--- config.mk ---
export PLATFORM = sky130hd
export DESIGN_NAME = instruction_fetch_flat
export DESIGN_NICKNAME = d
export VERILOG_FILES = /design/src/rtl/fetch_pkg.sv /design/src/rtl/instruction_fetch_if.sv /design/src/rtl/fetch_queue.sv /design/src/rtl/instruction_fetch.sv /design/src/flat_wrapper.sv
export SDC_FILE = /design/constraint.sdc
export NUM_CORES = 1
export LEC_CHECK = 0
export BUFFER_PORTS_ARGS = -buffer_cell sky130_fd_sc_hd__clkbuf_2
export CORE_ASPECT_RATIO = 1.1
export CORE_MARGIN = 1
export CORE_UTILIZATION = 44
export DETAILED_ROUTE_END_ITERATION = 10
export GPL_TIMING_DRIVEN = 0
export PLACE_DENSITY = 0.66
export SLEW_MARGIN = 20
export SYNTH_ARGS = -nofsm -noshare
export SYNTH_HDL_FRONTEND = slang
export SYNTH_SLANG_ARGS = --single-unit
--- constraint.sdc ---
create_clock -name clock -period 2.6 [get_ports clock]
set_input_delay 0.78 -clock clock [delete_from_list [all_inputs] [get_ports clock]]
set_output_delay 0.78 -clock clock [all_outputs]
set_load 0.05 [all_outputs]
--- src/rtl/fetch_pkg.sv ---
// Shared types and constants for the instruction fetch stage and its prefetch queue.
package fetch_pkg;

   localparam int WORD_W = 16;
   localparam logic [WORD_W-1:0] DEFAULT_RESET_PC = 16'h0000;

   typedef enum logic [1:0] {
      IDLE,
      FETCH,
      HOLD,
      DRAIN
   } fetch_state_e;

   typedef struct packed {
      logic [WORD_W-1:0] pc;
      logic [WORD_W-1:0] instr;
   } fetch_entry_t;

   // PC arithmetic wraps modulo 2^16.
   function automatic logic [WORD_W-1:0] pc_next(input logic [WORD_W-1:0] pc);
      return pc + WORD_W'(1);
   endfunction

endpackage

--- src/rtl/instruction_fetch_if.sv ---
// Memory, execution and redirect signals of the fetch stage; master = fetch side.
interface instruction_fetch_if #(
   parameter int DEPTH = 2
);
   logic                          mem_req;
   logic [fetch_pkg::WORD_W-1:0]  mem_addr;
   logic                          mem_ack;
   logic [fetch_pkg::WORD_W-1:0]  mem_rdata;
   logic                          ir_valid;
   logic [fetch_pkg::WORD_W-1:0]  ir_data;
   logic [fetch_pkg::WORD_W-1:0]  ir_pc;
   logic                          ir_ready;
   logic                          redirect;
   logic [fetch_pkg::WORD_W-1:0]  redirect_pc;
   logic [$clog2(DEPTH):0]        q_count;

   modport master (
      output mem_req, mem_addr, ir_valid, ir_data, ir_pc, q_count,
      input  mem_ack, mem_rdata, ir_ready, redirect, redirect_pc
   );

   modport slave (
      input  mem_req, mem_addr, ir_valid, ir_data, ir_pc, q_count,
      output mem_ack, mem_rdata, ir_ready, redirect, redirect_pc
   );
endinterface

--- src/rtl/fetch_queue.sv ---
// Small synchronous FIFO of {pc, instr}; flush wins over push and pop.
module fetch_queue
   import fetch_pkg::*;
#(
   parameter int DEPTH = 2,
   localparam int PW = $clog2(DEPTH),
   localparam int CW = PW + 1
) (
   input  logic         clk,
   input  logic         rst_n,
   input  logic         push,
   input  fetch_entry_t push_entry,
   input  logic         pop,
   input  logic         flush,
   output logic [CW-1:0] count,
   output logic         head_valid,
   output fetch_entry_t head_entry
);

   fetch_entry_t    slots_q [DEPTH];
   fetch_entry_t    slots_d [DEPTH];
   logic [PW-1:0]   wr_ptr_q, wr_ptr_d;
   logic [PW-1:0]   rd_ptr_q, rd_ptr_d;
   logic [CW-1:0]   count_q, count_d;
   logic            do_pop;

   assign do_pop = pop && (count_q != '0);

   always_comb begin
      slots_d  = slots_q;
      wr_ptr_d = wr_ptr_q;
      rd_ptr_d = rd_ptr_q;
      count_d  = count_q;
      if (flush) begin
         wr_ptr_d = '0;
         rd_ptr_d = '0;
         count_d  = '0;
      end else begin
         if (push) begin
            slots_d[wr_ptr_q] = push_entry;
            wr_ptr_d          = wr_ptr_q + PW'(1);
         end
         if (do_pop) begin
            rd_ptr_d = rd_ptr_q + PW'(1);
         end
         count_d = count_q + CW'(push) - CW'(do_pop);
      end
   end

   always_ff @(posedge clk or negedge rst_n) begin
      if (!rst_n) begin
         for (int unsigned i = 0; i < DEPTH; i++) begin
            slots_q[i] <= '0;
         end
         wr_ptr_q <= '0;
         rd_ptr_q <= '0;
         count_q  <= '0;
      end else begin
         slots_q  <= slots_d;
         wr_ptr_q <= wr_ptr_d;
         rd_ptr_q <= rd_ptr_d;
         count_q  <= count_d;
      end
   end

   assign count      = count_q;
   assign head_valid = (count_q != '0);
   assign head_entry = slots_q[rd_ptr_q];

endmodule

--- src/rtl/instruction_fetch.sv ---
// Fetch stage: req/ack word fetches into a prefetch queue, valid/ready to execution, branch redirect.
module instruction_fetch
   import fetch_pkg::*;
#(
   parameter logic [WORD_W-1:0] RESET_PC = DEFAULT_RESET_PC,
   parameter int                DEPTH    = 2
) (
   input  logic                 clock,
   input  logic                 reset_n,
   instruction_fetch_if.master  fetch_bus
);

   localparam int CW = $clog2(DEPTH) + 1;

   fetch_state_e      state_q, state_d;
   logic [WORD_W-1:0] fetch_pc_q, fetch_pc_d;
   logic [WORD_W-1:0] req_addr_q, req_addr_d;

   logic              push;
   logic              pop;
   logic              flush;
   logic [CW-1:0]     count;
   logic [CW-1:0]     occ_next;
   logic              head_valid;
   fetch_entry_t      push_entry;
   fetch_entry_t      head_entry;

   assign pop        = head_valid && fetch_bus.ir_ready;
   assign push_entry = '{pc: req_addr_q, instr: fetch_bus.mem_rdata};

   fetch_queue #(
      .DEPTH (DEPTH)
   ) u_queue (
      .clk        (clock),
      .rst_n      (reset_n),
      .push       (push),
      .push_entry (push_entry),
      .pop        (pop),
      .flush      (flush),
      .count      (count),
      .head_valid (head_valid),
      .head_entry (head_entry)
   );

   always_ff @(posedge clock or negedge reset_n) begin
      if (!reset_n) begin
         state_q    <= IDLE;
         fetch_pc_q <= RESET_PC;
         req_addr_q <= RESET_PC;
      end else begin
         state_q    <= state_d;
         fetch_pc_q <= fetch_pc_d;
         req_addr_q <= req_addr_d;
      end
   end

   always_comb begin
      state_d    = state_q;
      fetch_pc_d = fetch_pc_q;
      req_addr_d = req_addr_q;
      push       = 1'b0;
      flush      = fetch_bus.redirect;
      occ_next   = count + CW'(fetch_bus.mem_ack) - CW'(pop);
      if (fetch_bus.redirect) begin
         fetch_pc_d = fetch_bus.redirect_pc;
         case (state_q)
            // An unacked request must stay stable, so it is drained rather than abandoned.
            FETCH, DRAIN: begin
               if (fetch_bus.mem_ack) begin
                  state_d    = FETCH;
                  req_addr_d = fetch_bus.redirect_pc;
               end else begin
                  state_d = DRAIN;
               end
            end
            default: begin
               state_d    = FETCH;
               req_addr_d = fetch_bus.redirect_pc;
            end
         endcase
      end else begin
         unique case (state_q)
            IDLE: state_d = FETCH;
            FETCH: begin
               if (fetch_bus.mem_ack) begin
                  push       = 1'b1;
                  fetch_pc_d = pc_next(req_addr_q);
                  if (occ_next < CW'(DEPTH)) begin
                     req_addr_d = pc_next(req_addr_q);
                  end else begin
                     state_d = HOLD;
                  end
               end
            end
            HOLD: begin
               if (count < CW'(DEPTH)) begin
                  state_d    = FETCH;
                  req_addr_d = fetch_pc_q;
               end
            end
            DRAIN: begin
               if (fetch_bus.mem_ack) begin
                  state_d    = FETCH;
                  req_addr_d = fetch_pc_q;
               end
            end
            default: state_d = IDLE;
         endcase
      end
   end

   always_comb begin
      fetch_bus.mem_req  = (state_q == FETCH) || (state_q == DRAIN);
      fetch_bus.mem_addr = req_addr_q;
      fetch_bus.ir_valid = head_valid;
      fetch_bus.ir_data  = head_entry.instr;
      fetch_bus.ir_pc    = head_entry.pc;
      fetch_bus.q_count  = count;
   end

endmodule

--- src/flat_wrapper.sv ---
// flat-port wrapper written by rule: the top's interface ports become plain ports
module instruction_fetch_flat import fetch_pkg::*;
#(
   parameter logic [WORD_W-1:0] RESET_PC = DEFAULT_RESET_PC,
   parameter int                DEPTH    = 2
)
  (clock, reset_n, fetch_bus_mem_req, fetch_bus_mem_addr, fetch_bus_ir_valid, fetch_bus_ir_data, fetch_bus_ir_pc, fetch_bus_q_count, fetch_bus_mem_ack, fetch_bus_mem_rdata, fetch_bus_ir_ready, fetch_bus_redirect, fetch_bus_redirect_pc);
  instruction_fetch_if #(.DEPTH(DEPTH)) fetch_bus_i ();
  input  logic clock;
  input  logic reset_n;
  output wire logic [$bits(fetch_bus_i.mem_req)-1:0] fetch_bus_mem_req;
  output wire logic [$bits(fetch_bus_i.mem_addr)-1:0] fetch_bus_mem_addr;
  output wire logic [$bits(fetch_bus_i.ir_valid)-1:0] fetch_bus_ir_valid;
  output wire logic [$bits(fetch_bus_i.ir_data)-1:0] fetch_bus_ir_data;
  output wire logic [$bits(fetch_bus_i.ir_pc)-1:0] fetch_bus_ir_pc;
  output wire logic [$bits(fetch_bus_i.q_count)-1:0] fetch_bus_q_count;
  input wire logic [$bits(fetch_bus_i.mem_ack)-1:0] fetch_bus_mem_ack;
  input wire logic [$bits(fetch_bus_i.mem_rdata)-1:0] fetch_bus_mem_rdata;
  input wire logic [$bits(fetch_bus_i.ir_ready)-1:0] fetch_bus_ir_ready;
  input wire logic [$bits(fetch_bus_i.redirect)-1:0] fetch_bus_redirect;
  input wire logic [$bits(fetch_bus_i.redirect_pc)-1:0] fetch_bus_redirect_pc;
  assign fetch_bus_mem_req = fetch_bus_i.mem_req;
  assign fetch_bus_mem_addr = fetch_bus_i.mem_addr;
  assign fetch_bus_ir_valid = fetch_bus_i.ir_valid;
  assign fetch_bus_ir_data = fetch_bus_i.ir_data;
  assign fetch_bus_ir_pc = fetch_bus_i.ir_pc;
  assign fetch_bus_q_count = fetch_bus_i.q_count;
  assign fetch_bus_i.mem_ack = fetch_bus_mem_ack;
  assign fetch_bus_i.mem_rdata = fetch_bus_mem_rdata;
  assign fetch_bus_i.ir_ready = fetch_bus_ir_ready;
  assign fetch_bus_i.redirect = fetch_bus_redirect;
  assign fetch_bus_i.redirect_pc = fetch_bus_redirect_pc;
  instruction_fetch #(.RESET_PC(RESET_PC), .DEPTH(DEPTH)) u_core (.clock(clock), .reset_n(reset_n), .fetch_bus(fetch_bus_i));
endmodule
==> results.md, run 1 <==
- Status: completed
- Worst Setup Path Type: reg2out
- Clock share of power: 15.3%
- Vias in the first global route: 4006
- Clock slew seen by the registers of the worst setup and hold paths: 0.08 ns
- TritonCTS clock tree: yes
- GRT Total Usage: approximately 22%
- First-pass GRT wire length: 20800 um
- Die area: 12100 um2
- Gpl congestion: 0.872
- Die W: 105 um
- Pwr/cell area: between 1000 and 1500 nW/um2
- Leak: 2.74 nW
- Sequential Area: 2550 um2
- Most common cell after layout, fill and taps aside: dfrtp_1
- Antenna violations before repair: 0
- Crit Path Max Fanout: 10
- Clock Latency Late Sink: about 0.35 ns
- Switching Share: 48.4%
- Drt first-iter violations: 291
- Final count of hold timing violations: 0
- FF-to-FF End: u_core.fetch_bus.mem_addr[12]$_DFFE_PN0P_
- Post-synth ARST share: 100%
- CP required: 1.82 ns
- Max-Cap Viols: 0
- FF-to-FF path depth: 9
- Slew margin rel.: 62.9%
- Grt ovf: 0
- Final Power: about 9.1 mW
- Synth area leader: dfrtp_1
- Die H: 115 um
- Period minus WS final: 2.52 ns
- Inst Count DP: 681
- Worst min path class: in2async
- Effective utilization at floorplan: 46.2%
- Drt drc: 0
- # hold bufs at CTS: 0
- Setup bufs post-CTS: 0
- FILL cells: 1006
- Clk root buf: clkbuf_16
- Worst Clk Skew: 0.00968 ns
- Core Util, Final: 55.0%
- FMAX: about 400 MHz
- RSZ-0062 raised after global routing: false
- Register area share after synthesis: 49.8%
- Mapped Area: roughly 5000 um2
- CTS Buf Count: 9
- Drt pass-1 iters: 5
- Syn avg cell area: ~11 um2
- Reg power frac: 31.4%
- Reg2Reg Launch Point: u_core.u_queue.count[1]$_DFF_PN0_
- Post-synth top area share: 49.8%
- Critical Path Source: u_core.u_queue.rd_ptr_q$_DFFE_PN0P_
- Routed Antenna Nets: 0
- Core box area: 11100 um2
- Top cells by area, synth: dfrtp_1 50%, mux2_2 21%, o21ai_0 3.0%, nand2_1 2.4%, xnor2_1 1.9%
- Drt total wl: 12500 um
- Cells after Synth: 446
- CTS Sinks: 102
- Synth Register Bits: 102
- Critical Path Start Type: flip-flop
- Post-synth EDFFs: 0
- Setup slack, reg-to-reg: 0.14 ns
- Worst Tran Pin Value: 0.553 ns
- Design Area, Final: 6110 um2
- Setup violations, final: 0
- ANT cells: 0
- Data arrival, critical path: approximately 1.7 ns
- Net Count, Synth: 487
- Post-layout net count: just under 600
- Vias/cell: between 5 and 6
- Fin crit share: 96.8%
- Yosys cell types: 53
- Net Sw Power: 4.41 mW
- Maximum number of pins on one net before global-route repair: 79
- Worst setup EP type: primary output
- Area of the multi-input gates: 2400 um2
- Port bufs: 87
- Int Pwr: 4.69 mW
- Clk buf depth: 2
- Peak VDD IR: 836 uV
- Commonest cells after routing, fill and taps aside: 101 x dfrtp_1, 94 x mux2_2, 86 x clkbuf_2, 33 x nand2_1, 31 x o21ai_0
- Dpl hpwl: about 9000 um
- Area growth syn-to-layout: 19.2%
- Final setup TNS: 0 ns
- Cell Rows: 40
- Layout cells sized above 1: 42.4%
- Layout Cells excl Fill: 696
- H-tree levels: 3
- Synth warnings: 0
- Max Slew Vio Count: 0
- Logic pwr share: 53.2%
- Ys flop type: dfrtp_1
- WL/cell: 18.0 um
- Total number of vias: around 3900
- Cell Area, Placed: between 5000 and 6000 um2
- Ports: 89
==> routing by layer <==
layer  vias up  wire length (um)  global-route usage, %
met3        24               679                   3.46
met2       139              5930                   37.3
met4         0               309                   10.2
li1       1795                 -                      -
met1      1938              5620                   28.7
met5         -                 0                      0
==> power by group through the flow <==
stage	logic, mW	clock network, mW	registers (mW)
finish	4.84	1.40	2.86
global route	5.16	1.47	2.97
CTS	4.87	1.42	2.86
detailed placement	4.86	0	2.87
global placement	4.78	0	2.82
floorplan	3.40	0	3.17
==> repair_timing <==
item,CTS,global route
pin swaps,0,1
gates resized for setup,6,2
setup endpoints to repair,29,4
==> area by class of cell <==
type / count / share of cell area, %
Multi-Input combinational cell: 306 / 39.3
Tap cell: 147 / 3.01
Clock inverter: 7 / 1.31
Sequential cell: 102 / 41.8
Timing Repair Buffer: 88 / 7.72
Clock buffer: 9 / 3.69
Buffer: 28 / 2.62
Inverter: 9 / 0.553
==> cell families (layout without fill, tap and decap cells) <==
kind of cell | Yosys count | in the layout | share of synthesized area [%]
AOI/OAI and AO/OA | 82 | 82 | 10.2
buffers and inverters | 38 | 141 | 3.63
adders and majority gates | 4 | 4 | 0.976
DFF | 102 | 102 | 49.8
muxes | 99 | 99 | 21.6
xor gates and xnor gates | 20 | 20 | 3.42
and+or+nand+nor | 101 | 101 | 10.4
==> cells in the mapped netlist (all sizes together) (2+ instances only) <==
library cell	number
xor2	9
xnor2	11
o21a	2
dfrtp	102
ha	4
a32oi	3
and3	2
inv	8
nor2	26
and2	3
o211ai	3
nand2	34
a21oi	16
o22ai	6
nor4b	2
o22a	2
nor2b	3
nand4	5
nand2b	3
a31oi	3
nand3	11
a21o	2
nor4	4
buf	17
o311a	2
o21ai	32
mux2	94
o31ai	2
clkbuf	12
nor3	5
mux2i	5
or2	2
o2111a	2
==> worst max path at each step <==
stage / to / slack, ns / cells past startpoint
after floorplan: u_core.fetch_bus.mem_addr[13]$_DFFE_PN0P_ / 0.05 / 9
after global placement: u_core.fetch_bus.mem_addr[13]$_DFFE_PN0P_ / -0.63 / 1
after detailed placement: fetch_bus_ir_pc[4] / 0.008 / 4
after CTS: fetch_bus_ir_pc[4] / 0.03 / 3
after global routing: u_core.fetch_bus.mem_addr[13]$_DFFE_PN0P_ / 0.01 / 9
final: fetch_bus_ir_pc[4] / 0.08 / 3
==> critical path: stages, from the launching register on <==
cell and delay [ns]:
dfrtp_1 0.49, clkbuf_4 0.30, mux2_2 0.36, clkbuf_2 0.24
==> through the flow <==
step	hold slack, ns	setup WS [ns]
after floorplan	0.444	0.0503
after global placement	0.457	-0.634
after detailed placement	0.468	0.00798
after CTS	0.309	0.0350
after global routing	0.312	0.0117
final	0.311	0.0832
==> registers in the layout (all words and copies together) (netlist names) <==
name and cells:
u_core.u_queue.slots_q 64, u_core.fetch_bus.mem_addr 16, u_core.fetch_pc_q 16, u_core.state_q 2, u_core.u_queue.count 2, u_core.u_queue.rd_ptr_q 1, u_core.u_queue.wr_ptr_q 1
No activity file was read; power rests on OpenSTA's default activity.
==> run 2: changes to the inputs <==
PLACE_DENSITY = default   (was 0.66)
PLACE_DENSITY_LB_ADDON = 0.08   (was default)
==> run 2 against run 1 <==
Compared with the run above: power shrank 0.15%; clock-buffer cell count grew 2; global-route usage shrank 0.38 points; critical path depth is the same; clock power is essentially flat; sequential share of layout area is essentially flat; die area is the same; sequential power is essentially flat; cell count is the same.
==> results.md, run 2 (synthesized netlist as in run 1, its figures left out) <==
- CP max stage delay: 0.47 ns (-0.02 ns)
- Max-Cap Viols: 0 (unchanged)
- Grt ovf: 0 (unchanged)
- First-pass GRT wire length: 20300 um (-2.1%)
- Setup violations, final: 0 (unchanged)
- Maximum number of pins on one net before global-route repair: 90 (+14%)
- Drt drc: 0 (unchanged)
- Commonest cells after routing, fill and taps aside: 101 x dfrtp_1, 94 x mux2_2, 86 x clkbuf_2, 33 x nand2_1, 31 x o21ai_0
- Max Slew Vio Count: 0 (unchanged)
- Max FFs per register: 64 (unchanged)
- Clk buf depth: 2 (unchanged)
- Drt total wl: 12500 um (-0.13%)
- Period minus WS final: 2.49 ns (-0.0268 ns)
- Worst hold slack: 0.275 ns (-0.0354 ns)
- Slew margin rel.: 60.5% (-2.3 points)
- Inst Count DP: 681 (unchanged)
- Layout cells sized above 1: 42.3% (-0.18 points)
- Top Family by Delay on Critical Path: buffers and inverters
- Gpl congestion: 0.872 (about the same)
- CTS Buf Count: 9 (unchanged)
- Worst setup EP type: primary output
- Layout Cells excl Fill: 696 (unchanged)
- Antenna violations before repair: 0 (unchanged)
- Worst Clk Skew: 0.00568 ns (-0.00400 ns)
- Clock slew seen by the registers of the worst setup and hold paths: 0.07 ns (about the same)
- Most common cell after layout, fill and taps aside: dfrtp_1
- Worst Setup Path Type: reg2out
- Post-layout net count: 585 (unchanged)
- Effective utilization at floorplan: 46.2% (unchanged)
- Area growth syn-to-layout: 19.2% (about the same)
- Core box area: 11100 um2 (unchanged)
- RSZ-0062 raised after global routing: false
- GRT Total Usage: 21.9% (-0.38 points)
- CP required: 1.82 ns (about the same)
- Final Power: 9.08 mW (-0.15%)
- Largest Register: u_core.u_queue.slots_q
- Worst min path class: in2async
- Crit path max-delay cell type: dfrtp_1
- Peak VDD IR: 611 uV (-27%)
- Dpl hpwl: 8920 um (-0.55%)
- Worst Tran Pin Value: 0.592 ns (+0.0392 ns)
- TritonCTS clock tree: yes
- Ports: 89 (unchanged)
- Setup bufs post-CTS: 0 (unchanged)
- Critical Path Start Type: flip-flop
- Drt pass-1 iters: 5 (unchanged)
- Port bufs: 87 (unchanged)
- Drt first-iter violations: 232 (-20%)
- Routed Antenna Nets: 0 (unchanged)
- Final setup TNS: 0 ns (unchanged)
- Leak: 2.74 nW (+0.16%)
- Pwr/cell area: 1490 nW/um2 (-0.21%)
- FILL cells: 1001 (-0.50%)
- Crit Path Max Fanout: 10 (unchanged)
- CP bufs+invs: 2 (unchanged)
- FMAX: 402 MHz (+1.1%)
- Vias/cell: 5.55 (-0.87%)
- Cell Rows: 40 (unchanged)
- Clock Latency Late Sink: 0.34 ns (about the same)
- Die H: 115 um (unchanged)
- FF-to-FF path depth: 9 (unchanged)
- H-tree levels: 3 (unchanged)
- Status: completed
- WP depth: 3 (unchanged)
- Total number of vias: 3862 (-0.87%)
- Data arrival, critical path: 1.71 ns (-0.03 ns)
- WL/cell: 18.0 um (-0.13%)
- Final count of hold timing violations: 0 (unchanged)
- Vias in the first global route: 3922 (-2.1%)
- Die area: 12100 um2 (unchanged)
- CTS Sinks: 102 (unchanged)
- Clk root buf: clkbuf_16
- Die W: 105 um (unchanged)
- Fin crit share: 95.8% (-1.0 points)
- Crit path cell chain: clkbuf_4, mux2_2, clkbuf_2
- ANT cells: 0 (unchanged)
## run 2: layer usage
layer | up-vias | GRT usage, % | routed length (um)
met5 | - | 0 | 0
met4 | 0 | 10.7 | 415
met3 | 28 | 3.29 | 646
met2 | 146 | 35.8 | 5900
met1 | 1888 | 28.7 | 5550
li1 | 1800 | - | -
## run 2: path summary, 6_finish.rpt
check	start	end	slack (ns)
setup / recovery	u_core.u_queue.rd_ptr_q$_DFFE_PN0P_	fetch_bus_ir_data[10]	0.11
hold / removal	reset_n	u_core.fetch_pc_q[2]$_DFFE_PN0P_	0.28
setup reg to reg	u_core.u_queue.count[1]$_DFF_PN0_	u_core.fetch_bus.mem_addr[12]$_DFFE_PN0P_	0.12
hold reg to reg	u_core.u_queue.slots_q[25]$_DFFE_PN0P_	u_core.u_queue.slots_q[25]$_DFFE_PN0P_	0.48
max in group asynchronous	reset_n	u_core.u_queue.count[1]$_DFF_PN0_	1.64
min in group clock	u_core.u_queue.slots_q[25]$_DFFE_PN0P_	u_core.u_queue.slots_q[25]$_DFFE_PN0P_	0.48
## run 2: repair_timing
action,in CTS,in global routing
hold buffers,0,0
endpoints found under the setup margin,29,3
pin swaps,0,1
gates resized for setup,7,3
## run 2: through the flow
| step | area [um2] | worst slack, ns | utilization [%] |
|---|---|---|---|
| after floorplan | 5140 | 0.0503 | - |
| after global placement | 5760 | -0.654 | 51.8 |
| after detailed placement | 5790 | 0.0138 | 52.2 |
| after CTS | 6110 | 0.0554 | 55.0 |
| after global routing | 6110 | 0.0165 | 55.0 |
| final | 6110 | 0.110 | 55.0 |
## run 2: power breakdown
part	leakage [nW]	internal [mW]	total [mW]	switching [mW]
sequential	1.23	2.30	2.85	0.550
clock	0.150	0.776	1.37	0.597
combinational	1.36	1.64	4.86	3.22
## run 2: area by class of cell
type | count | area [um2] | share of cell area [%]
clock buffers | 11 | 243 | 3.97
multi-input cells | 306 | 2400 | 39.3
inverters | 9 | 33.8 | 0.552
well taps | 147 | 184 | 3.01
repair buffers | 88 | 472 | 7.71
clock inverters | 5 | 57.6 | 0.941
flip-flops and latches | 102 | 2550 | 41.8
plain buffers | 28 | 169 | 2.76
==> run 3: changes to the inputs <==
ABC_AREA = 1   (was default)
CORE_UTILIZATION = 30   (was 44)
==> run 3 against run 2 <==
Compared with the run above: setup slack improved by 0.056 ns; register-to-register slack improved by 0.25 ns; power decreased by 6.0%; critical path depth increased by 2; critical path type unchanged; sequential power decreased by 5%; clock power increased by 4%; cell count increased by 48%; non-clock buffer count increased by 3; die area increased by 50%; largest power group unchanged.
==> results.md, run 3 <==
- Post-synth top area share: 48.4% (-1.3 points)
- Reg power frac: 31.7% (+0.3 points)
- Pwr/cell area: 1340 nW/um2 (-9.5%)
- Ports: 89 (unchanged)
- Effective utilization at floorplan: 30.9% (-15 points)
- Commonest cells after routing, fill and taps aside: 285 x nand2_1, 101 x dfrtp_1, 93 x clkbuf_2, 70 x inv_1, 48 x o21ai_0
- Maximum number of pins on one net before global-route repair: 71 (-21%)
- Clock share of power: 16.7% (+1.6 points)
- Leak: 3.41 nW (+24%)
- Worst Tran Pin Value: 0.677 ns (+0.0853 ns)
- Crit path cell chain: clkinv_2, clkbuf_2, nand2_1, nand2_1, clkbuf_2
- Port bufs: 87 (unchanged)
- Max Slew Vio Count: 0 (unchanged)
- RSZ-0062 raised after global routing: false
- Mapped Area: 5270 um2 (+2.8%)
- Die W: 128 um (+22%)
- Cell Area, Placed: 6030 um2 (+4.1%)
- Switching Share: 51.2% (+3.1 points)
- First-pass GRT wire length: 25000 um (+23%)
- Area of the multi-input gates: 2250 um2 (-6.5%)
- Antenna violations before repair: 0 (unchanged)
- Net Count, Synth: 733 (+51%)
- Yosys cell types: 34 (-36%)
- Top cells by area, synth: dfrtp_1 48%, nand2_1 20%, inv_1 5.0%, o21ai_0 4.6%, o21ai_2 3.7%
- Highest metal used: met4
- Drt drc: 0 (unchanged)
- Slew margin rel.: 54.8% (-5.7 points)
- Clock slew seen by the registers of the worst setup and hold paths: 0.07 ns (about the same)
- FILL cells: 1820 (+82%)
- Total number of vias: 4726 (+22%)
- Top Family by Delay on Critical Path: buffers and inverters
- WL/cell: 14.9 um (-17%)
- Setup violations, final: 0 (unchanged)
- Worst hold slack: 0.315 ns (+0.0403 ns)
- Int Pwr: 4.17 mW (-12%)
- Drt pass-1 iters: 5 (unchanged)
- CP max stage delay: 0.45 ns (-0.02 ns)
- CTS Sinks: 102 (unchanged)
- Register area share after synthesis: 48.4% (-1.3 points)
- Crit path max-delay cell type: dfrtp_2
- Worst Setup Path Type: reg2out
- Data arrival, critical path: 1.65 ns (-0.06 ns)
- Layout cells sized above 1: 20.1% (-22 points)
- Status: completed
- ANT cells: 0 (unchanged)
- CP required: 1.82 ns (about the same)
- Most common cell after layout, fill and taps aside: nand2_1
- Crit Path Max Fanout: 10 (unchanged)
- CP bufs+invs: 3 (+1)
- Logic pwr share: 51.6% (-1.9 points)
- M1 WL: 7240 um (+30%)
- Die area: 18100 um2 (+50%)
- Post-synth EDFFs: 0 (unchanged)
- Clk root buf: clkbuf_16
- Synth area leader: dfrtp_1
- GRT Total Usage: 18.1% (-3.8 points)
- Gpl congestion: 0.846 (-3.0%)
- Post-synth ARST share: 100% (unchanged)
- Fin crit share: 93.6% (-2.1 points)
- Critical Path Start Type: flip-flop
- FF-to-FF path depth: 12 (+3)
- Max-Cap Viols: 0 (unchanged)
- Drt total wl: 15400 um (+23%)
- WP depth: 5 (+2)
- Cell with the most instances after synthesis: nand2_1
- Detail Route met2 WL: 7270 um (+23%)
- Peak VDD IR: 531 uV (-13%)
- Routed Antenna Nets: 0 (unchanged)
- Setup bufs post-CTS: 0 (unchanged)
- Grt ovf: 0 (unchanged)
- H-tree levels: 3 (unchanged)
- Drt first-iter violations: 255 (+9.9%)
- Post-layout net count: 831 (+42%)
- CTS Buf Count: 9 (unchanged)
- Cells after Synth: 692 (+55%)
- Clock Latency Late Sink: 0.35 ns (about the same)
- Design Area, Final: 6350 um2 (+3.9%)
- Syn avg cell area: 7.62 um2 (-34%)
- Clk buf depth: 2 (unchanged)
- Net Sw Power: 4.37 mW (about the same)
- Worst Clk Skew: 0.00487 ns (-0.000812 ns)
- Worst min path class: in2async
- Final count of hold timing violations: 0 (unchanged)
- Sequential Area: 2550 um2 (unchanged)
- Synth warnings: 0 (unchanged)
- FMAX: 411 MHz (+2.3%)
- Area growth syn-to-layout: 20.5%
- Max FFs per register: 64 (unchanged)
- Largest Register: u_core.u_queue.slots_q
- Synth Register Bits: 102 (unchanged)
- Period minus WS final: 2.43 ns (-0.0558 ns)
- Vias in the first global route: 4653 (+19%)
- Cell Rows: 50 (+25%)
- TritonCTS clock tree: yes
- Pre-CTS setup slack: 0.104 ns (+0.0903 ns)
- Worst setup EP type: primary output
- Ys flop type: dfrtp_1
- Final WS setup: 0.166 ns (+0.0558 ns)
- Synth top cells by count: 285 x nand2_1, 102 x dfrtp_1, 70 x inv_1, 48 x o21ai_0, 38 x nor2_1
- Vias/cell: 4.59 (-17%)
- Core box area: 17100 um2 (+54%)
- Dpl hpwl: 10900 um (+22%)
- Final setup TNS: 0 ns (unchanged)
- Die H: 141 um (+22%)
- DR WL met3: 660 um (+2.2%)
run 3: changes by cell type after synthesis, sizes merged, moves of 4 or more:
cell and change:
mux2 -94, o21ai +53, inv +64, nor3 -4, nor4 -4, nor2 +12, o22ai -6, a21boi +7
xnor2 -9, xor2 -5, nand3 +12, mux2i -5, nand2 +254
run 3: worst paths after layout:
check	start	end	slack (ns)
max in group asynchronous	reset_n	u_core.u_queue.rd_ptr_q$_DFFE_PN0P_	1.60
max reg2reg	u_core.u_queue.count[1]$_DFF_PN0_	u_core.fetch_bus.mem_addr[13]$_DFFE_PN0P_	0.37
min reg2reg	u_core.u_queue.slots_q[36]$_DFFE_PN0P_	u_core.u_queue.slots_q[36]$_DFFE_PN0P_	0.48
min in group clock	u_core.u_queue.slots_q[36]$_DFFE_PN0P_	u_core.u_queue.slots_q[36]$_DFFE_PN0P_	0.48
min	reset_n	u_core.u_queue.slots_q[12]$_DFFE_PN0P_	0.32
max	u_core.u_queue.rd_ptr_q$_DFFE_PN0P_	fetch_bus_ir_pc[5]	0.17
run 3: metrics by stage:
step	total power, mW	std cells	utilization, %
2_1_floorplan	5.99	692	-
3_3_place_gp	7.10	1013	35.1
3_5_place_dp	7.17	1014	35.3
4_1_cts	8.64	1029	37.2
5_1_grt	9.19	1029	37.2
6_report	8.53	1029	37.2
run 3: power groups by stage:
stage	combinational (mW)	sequential, mW	clock (mW)
after global routing	4.86	2.80	1.53
after CTS	4.46	2.71	1.48
final	4.40	2.70	1.43
after floorplan	2.92	3.07	0
after detailed placement	4.45	2.73	0
after global placement	4.39	2.71	0
run 3: area by class of cell:
cell class	count	share of cell area, %
Clock inverter	5	0.906
Tap cell	234	4.61
Inverter	74	4.47
Clock buffer	11	3.98
Buffer	31	3.03
Sequential cell	102	40.2
Timing Repair Buffer	88	7.43
Multi-Input combinational cell	484	35.4
run 3: worst reg2reg max path: stages, from the launching register on:
cell	delay, ns
dfrtp_1	0.45
inv_1	0.10
nand2_1	0.06
nand2_1	0.16
inv_1	0.10
ha_1	0.27
nor2_1	0.14
nand3_1	0.11
nand3_1	0.12
nand3_2	0.16
buf_2	0.24
nand2_1	0.08
a21boi_1	0.17
run 3: kinds of logic after synthesis:
group	Yosys count	share of synthesized area, %
AO/OA/AOI/OAI	120	14.1
XOR/XNOR	6	0.997
adder cells (fa/ha/maj)	4	0.950
buffers and inverters	106	8.95
flip-flops	102	48.4
AND/OR/NAND/NOR	354	26.6
run 3: metal layers:
metal / global-route usage [%] / up-vias
li1: - / 2373
met1: 24.0 / 2218
met2: 30.0 / 121
met3: 2.88 / 14
met4: 5.57 / 0
met5: 0 / -
run 3: what timing repair did:
| item | CTS | global route |
|---|---|---|
| endpoints found under the setup margin | 31 | 2 |
| gates cloned | 0 | 0 |
| gates resized for setup | 7 | 1 |
| hold buffers | 0 | 0 |
